`src/rtl/jtag_scan_master.sv`:
```
// JTAG scan master: converts TAP-reset / IR / DR / idle-run requests into paced
// TCK/TMS/TDI tick sequences and returns the TDO bits captured during Shift.
module jtag_scan_master #(
  parameter int  IR_LEN  = 5,
  parameter int  DR_MAX  = 40,
  parameter int  TCK_DIV = 2,
  localparam int LEN_W   = $clog2(DR_MAX + 1)
) (
  input  logic              clk,
  input  logic              rst,
  input  logic              req_valid,
  output logic              req_ready,
  input  logic [1:0]        req_op,
  input  logic [LEN_W-1:0]  req_len,
  input  logic [DR_MAX-1:0] req_data,
  input  logic [7:0]        req_idle,
  output logic              resp_valid,
  output logic              resp_err,
  output logic [DR_MAX-1:0] resp_data,
  output logic              jtag_TCK,
  output logic              jtag_TMS,
  output logic              jtag_TDI,
  input  logic              jtag_TDO
);

  localparam int SW    = (IR_LEN > DR_MAX) ? IR_LEN : DR_MAX;
  localparam int CNT_W = $clog2(SW + 264);
  localparam int PH_W  = $clog2(2 * TCK_DIV);

  typedef enum logic [1:0] {OP_TLR, OP_IR, OP_DR, OP_RUN} op_e;

  typedef enum logic [3:0] {
    S_IDLE, S_TLR, S_SEL_DR, S_SEL_IR, S_CAPTURE, S_SHIFT,
    S_PAUSE, S_EXIT2, S_UPDATE, S_RTI, S_DONE
  } state_e;

  state_e           state, state_nxt;
  op_e              op_q;
  logic             armed;
  logic             tap_known;
  logic             err_q;
  logic [7:0]       idle_q;
  logic [CNT_W-1:0] slen;
  logic [CNT_W-1:0] cnt;
  logic [PH_W-1:0]  ph;
  logic [SW-1:0]    sh_q;
  logic [SW-1:0]    cap_q;
  logic [SW-1:0]    aligned;

  logic             accept;
  logic             len_bad;
  logic             ticking;
  logic             tick_end;
  logic             last_tick;
  logic [CNT_W-1:0] last_idx;
  logic [CNT_W-1:0] rti_last;

  assign req_ready = armed && (state == S_IDLE);
  assign accept    = req_valid && req_ready;
  assign len_bad   = (req_len == '0) || (req_len > LEN_W'(DR_MAX));
  assign ticking   = (state != S_IDLE) && (state != S_DONE);
  assign tick_end  = ticking && (ph == PH_W'(2 * TCK_DIV - 1));

  // Scans spend one RTI tick after Update plus req_idle more; op 11 spends exactly req_idle.
  assign rti_last = (op_q == OP_RUN) ? CNT_W'(idle_q) - CNT_W'(1) : CNT_W'(idle_q);

  always_comb begin
    last_idx = '0;
    case (state)
      S_TLR:     last_idx = CNT_W'(8);
      S_CAPTURE: last_idx = CNT_W'(1);
      S_SHIFT:   last_idx = slen - CNT_W'(1);
      S_RTI:     last_idx = rti_last;
      default:   last_idx = '0;
    endcase
  end

  assign last_tick = tick_end && (cnt == last_idx);

  always_ff @(posedge clk or negedge rst) begin
    if (!rst) state <= S_IDLE;
    else      state <= state_nxt;
  end

  always_comb begin
    state_nxt = state;
    case (state)
      S_IDLE: begin
        if (accept) begin
          case (op_e'(req_op))
            OP_TLR:  state_nxt = S_TLR;
            OP_IR:   state_nxt = tap_known ? S_SEL_DR : S_TLR;
            OP_DR:   state_nxt = len_bad ? S_DONE : (tap_known ? S_SEL_DR : S_TLR);
            default: state_nxt = (req_idle == '0) ? S_DONE : S_RTI;
          endcase
        end
      end
      S_TLR:     if (last_tick) state_nxt = (op_q == OP_TLR) ? S_DONE : S_SEL_DR;
      S_SEL_DR:  if (last_tick) state_nxt = (op_q == OP_IR) ? S_SEL_IR : S_CAPTURE;
      S_SEL_IR:  if (last_tick) state_nxt = S_CAPTURE;
      S_CAPTURE: if (last_tick) state_nxt = S_SHIFT;
      S_SHIFT:   if (last_tick) state_nxt = S_PAUSE;
      S_PAUSE:   if (last_tick) state_nxt = S_EXIT2;
      S_EXIT2:   if (last_tick) state_nxt = S_UPDATE;
      S_UPDATE:  if (last_tick) state_nxt = S_RTI;
      S_RTI:     if (last_tick) state_nxt = S_DONE;
      S_DONE:    state_nxt = S_IDLE;
      default:   state_nxt = S_IDLE;
    endcase
  end

  always_comb begin
    jtag_TMS = 1'b1;
    case (state)
      S_TLR:                     jtag_TMS = (cnt != CNT_W'(8));
      S_CAPTURE, S_PAUSE, S_RTI: jtag_TMS = 1'b0;
      S_SHIFT:                   jtag_TMS = (cnt == last_idx);
      default:                   jtag_TMS = 1'b1;
    endcase
  end

  assign jtag_TCK   = ticking && (ph >= PH_W'(TCK_DIV));
  assign jtag_TDI   = (state == S_SHIFT) ? sh_q[0] : 1'b1;
  assign resp_valid = (state == S_DONE);
  assign resp_err   = err_q;

  // Captures enter at the top and move down, so the first slen bits end up at the top.
  assign aligned   = cap_q >> (CNT_W'(SW) - slen);
  assign resp_data = aligned[DR_MAX-1:0];

  always_ff @(posedge clk or negedge rst) begin
    if (!rst) begin
      armed     <= 1'b0;
      tap_known <= 1'b0;
      op_q      <= OP_TLR;
      err_q     <= 1'b0;
      idle_q    <= '0;
      slen      <= '0;
      cnt       <= '0;
      ph        <= '0;
      sh_q      <= '0;
      cap_q     <= '0;
    end else begin
      armed <= 1'b1;

      if (state_nxt != state) begin
        ph  <= '0;
        cnt <= '0;
      end else if (ticking) begin
        ph <= tick_end ? '0 : ph + PH_W'(1);
        if (tick_end) cnt <= cnt + CNT_W'(1);
      end

      if (accept) begin
        op_q   <= op_e'(req_op);
        idle_q <= req_idle;
        err_q  <= (op_e'(req_op) == OP_DR) && len_bad;
        sh_q   <= SW'(req_data);
        cap_q  <= '0;
        case (op_e'(req_op))
          OP_IR:   slen <= CNT_W'(IR_LEN);
          OP_DR:   slen <= len_bad ? '0 : CNT_W'(req_len);
          default: slen <= '0;
        endcase
      end

      if ((state == S_TLR) && last_tick) tap_known <= 1'b1;

      if (state == S_SHIFT) begin
        if (ph == PH_W'(TCK_DIV)) cap_q <= (cap_q >> 1) | (SW'(jtag_TDO) << (SW - 1));
        if (tick_end) sh_q <= sh_q >> 1;
      end
    end
  end

endmodule
```
`config.mk`:
```
export PLATFORM = sky130hd
export DESIGN_NAME = jtag_scan_master
export DESIGN_NICKNAME = d
export VERILOG_FILES = /design/src/rtl/jtag_scan_master.sv
export SDC_FILE = /design/constraint.sdc
export NUM_CORES = 1
export LEC_CHECK = 0
export ABC_AREA = 0
export CAP_MARGIN = 20
export CORE_ASPECT_RATIO = 2
export CORE_MARGIN = 8
export CORE_UTILIZATION = 57
export DETAILED_ROUTE_END_ITERATION = 8
export PLACE_DENSITY = 0.82
export SYNTH_ARGS = -nofsm -noshare
export SYNTH_HDL_FRONTEND = slang
export SYNTH_SLANG_ARGS = --single-unit
```
`constraint.sdc`:
```
create_clock -name clk -period 5 [get_ports clk]
set_input_delay 1.5 -clock clk [delete_from_list [all_inputs] [get_ports clk]]
set_output_delay 1.5 -clock clk [all_outputs]
set_load 0.05 [all_outputs]
```
==> run_results.csv <==
group,metric,value,unit
run_status,run_status,"finished, final reports clean",
synth,yosys.area.top_type_share,34.6,%
worst_setup_path,critical-path-slowest-cell,"or4b_1",
global_routing,grt_util_all_layers,29.5,%
worst_setup_path,crit_arrival,3370,ps
route,wire_per_inst,19.8,um
die,io-pin-count,106,
die,fp.dieW,101,um
synth,synthesis.area_per_instance,7.67,um^2
sta,setup_viol_count_final,0,
placement,routability_congestion_estimate_from_global_placement,1.01,
route,dr.first_iter.drc_count,507,
worst_setup_path,register_to_register_path_setup_slack,1290,ps
route,detail_route_antenna_nets,0,
job,max_cap_viol_count,0,
worst_setup_path,rr_startpoint,"idle_q[0]$_DFFE_PN0P_",
min_path,hold_class,"reg -> reg",
synth,synth_largest_area_cell,"dfrtp_1",
synth,post_synth_mux_area_share,9.24,%
placement,buffer_ports.inserted,105,
synth,yosys_most_used_dff,"dfrtp_1",
clock_network,insertion_delay,420,ps
worst_setup_path,timing.critical_path.fanout_max,5,
clock_network,clk_root_buffer_cell,"clkbuf_16",
route,viasPerCell,6.19,
synth,synth.net_count,1145,
synth,cell_types_occupying_the_most_area_after_synthesis,"dfrtp_1, nand2_1, o21ai_0, nor2_1, mux4_2",
clock_network,cts.reportedPaths.clkPinSlew,50,ps
power_and_ir_drop,p_leak,0.00456,uW
worst_setup_path,cp-start-kind,"flop",
finish,final_layout_size_suffix_gt1_share,17.2,%
synth,synth-edff-count,0,
finish,design.final.nets,1225,
sta,setup_repair_after_global_routing_missed_its_margin,"true",
min_path,endpoint_of_the_worst_hold_timing_path,"idle_q[7]$_DFFE_PN0P_",
synth,synth-simple-area-share,26.4,%
route,drt_first_pass_iters,5,
synth,ys_ff_latch,114,
placement,placed_cells_incl_taps,1327,
clock_network,post_cts_hold_buffer_count,0,
worst_setup_path,ordered_cell_list_for_the_critical_path,"inv_1 > ha_1 > or4b_1 > or4_1 > nand3_1 > xnor2_1 > o211ai_4 > nor2_1 > o32ai_1 > a21oi_2 > buf_12",
synth,post_synth_inst_count,1074,
clock_network,cts_tree,"built",
sta,finalClockSkew,10.3,ps
finish,count_of_inserted_antenna_diode_cells,0,
synth,post_synth_xor_area_fraction,2.34,%
sta,finalCriticalPeriod,4870,ps
worst_setup_path,worst_ep_required_time,3500,ps
clock_network,clock_path_buffers,2,
synth,synth_fa_ha_area_share,1.67,%
finish,leading_cell_type_in_the_layout_fill_and_taps_excluded,"nand2_1",
sta,maxSlewHeadroom,36.8,%
synth,area_of_the_mapped_netlist,8240,um^2
route,routed-via-count,8408,
worst_setup_path,critical_path_class,"reg -> out",
power_and_ir_drop,ir_drop,249,uV
synth,synth.lib_cells_used.distinct,68,
sta,report.final.slew_viol_count,0,
worst_setup_path,cp_slowest_stage_delay,490,ps
die,placement_rows,62,
placement,dp.final_hpwl,20100,um
sta,tightestPinTransition,948,ps
synth,synth_warnings,0,
finish,num-fill-cells,1076,
finish,most-common-layout-cells,"nand2_1, dfrtp_1, nor2_1",
min_path,min_delay_path_depth,2,
worst_setup_path,worst_r2r_endpoint,"ph[0]$_DFFE_PN0P_",
finish,area.growth.synth_to_final,28.2,%
die,die-area,18800,um^2
sta,timing.final.hold_violations,0,
route,total_wire_length,26900,um
global_routing,grt_pass1_vias,8408,
clock_network,h-tree-depth,4,
global_routing,overflow,0,
clock_network,cts.sinks,114,
worst_setup_path,crit_buf_inv,2,
worst_setup_path,critPathTopFamily,"simple AND/OR/NAND/NOR gates",
sta,timing.setup.tns,0,ps
die,core_region_area,14300,um^2
global_routing,antenna_found_initial,0,
synth,async_reset_ff_share,100,%
die,die_height,186,um
sta,worst_hold_slack,517,ps
global_routing,grt_start_max_net_pins,99,
clock_network,cts_inserted_buffers,17,
route,post-route-drc-count,0,
global_routing,grt_first_pass_wirelength,42800,um
synth,synth_top_family_by_area,"simple AND/OR/NAND/NOR gates",
synth,synth_compound_gate_area_share,20.8,%
synth,synth_seq_area_share,34.6,%
sta,timing.fmax,206,MHz
worst_setup_path,r2r_cells,11,
min_path,worst_hold_startpoint,"idle_q[7]$_DFFE_PN0P_",
clock_network,post_cts_buffers,0,
finish,layout.cells.non_filler,1358,
sta,final.period_utilization,97.3,%
power_and_ir_drop,power_density,215,nW/um^2
worst_setup_path,endpoint_kind,"output port",
die,initial_utilization,57.7,%
## cell usage after synthesis, types with 3 or more instances
master	instances
dfrtp_1	114
nor2b_1	3
mux2_2	12
ha_1	11
or3_1	3
nor3_1	17
a31oi_1	41
nor4_1	7
nand4bb_1	3
nand3_1	25
xor2_1	10
mux2i_1	25
buf_1	9
buf_2	5
xnor2_1	12
a211oi_1	18
nor3b_1	5
a211oi_2	9
a21oi_1	55
and2_1	7
mux4_2	16
nand2b_1	4
and4bb_2	3
and3_1	13
nor2_1	100
a211o_1	3
o21ai_0	93
a21o_1	3
or4_1	3
nand4_1	7
o31ai_1	4
clkbuf_1	70
inv_1	15
o21a_1	4
nand2_1	290
a22oi_1	7
o211ai_1	9
## metrics by stage
stage / power (uW) / area (um^2) / setup slack, ps / util (%)
floorplan: 987 / 8360 / -206 / -
global placement: 1080 / 9920 / 266 / 69.5
detailed placement: 1080 / 9940 / 373 / 69.6
CTS: 2270 / 10500 / 47.4 / 73.8
global route: 2310 / 10600 / -18.4 / 73.9
finish: 2270 / 10600 / 134 / 73.9
## flip-flops by register name, summed over array words and instances (netlist names)
register and cells:
armed 1, resp_err 1, op_q 2, slen 6, state 4, idle_q 8, sh_q 40, cnt 9
ph 2, tap_known 1, cap_q 40
## worst max path at each step
| stage | endpoint | cells past startpoint | start |
|---|---|---|---|
| floorplan | resp_data[9] | 11 | slen[0]$_DFFE_PN0P_ |
| global placement | resp_data[13] | 8 | slen[0]$_DFFE_PN0P_ |
| detailed placement | resp_data[13] | 8 | slen[0]$_DFFE_PN0P_ |
| CTS | resp_data[12] | 9 | slen[0]$_DFFE_PN0P_ |
| global route | resp_data[10] | 10 | slen[0]$_DFFE_PN0P_ |
| finish | jtag_TMS | 11 | idle_q[0]$_DFFE_PN0P_ |
## power breakdown
| group | leakage (uW) | switching (uW) | internal, uW |
|---|---|---|---|
| sequential | 0.00120 | 6.18 | 927 |
| combinational | 0.00309 | 67.9 | 64.5 |
| clock | 0.000271 | 443 | 758 |
## layer usage
| layer | wire, um | global-route usage, % |
|---|---|---|
| met5 | 0 | 0 |
| met4 | 2210 | 25.7 |
| met2 | 14400 | 54.1 |
| met3 | 1460 | 5.55 |
| met1 | 8810 | 26.8 |
## kinds of logic (layout without fill, tap and decap cells)
logic type               count (synthesis)  in the layout
flip-flops                             114            114
AO/OA/AOI/OAI                          271            271
buffers and inverters                  101            193
adder cells (fa/ha/maj)                 11             11
other                                    1              1
multiplexers                            54             54
AND/OR/NAND/NOR                        500            500
XOR/XNOR                                22             22
## final cells by class
class                           count  area (um^2)  area share (%)
Tap cell                          192          240            2.28
Multi-Input combinational cell    859         5170            49.0
Inverter                           15         56.3           0.533
Sequential cell                   114         2850            27.0
Clock inverter                     11          129            1.22
Timing Repair Buffer              147         1640            15.6
Clock buffer                       20          457            4.33
## tightest hold or removal path: cells and delay by family (launching register included)
kind | cells | cell delay [ps]
and+or+nand+nor | 2 | 120
DFF | 1 | 360
## repair_timing
action                                  CTS  global route
gates resized for setup                   2             4
pin swaps                                 0             1
endpoints found under the setup margin    2            25
Power figures use the tool's default switching activity.
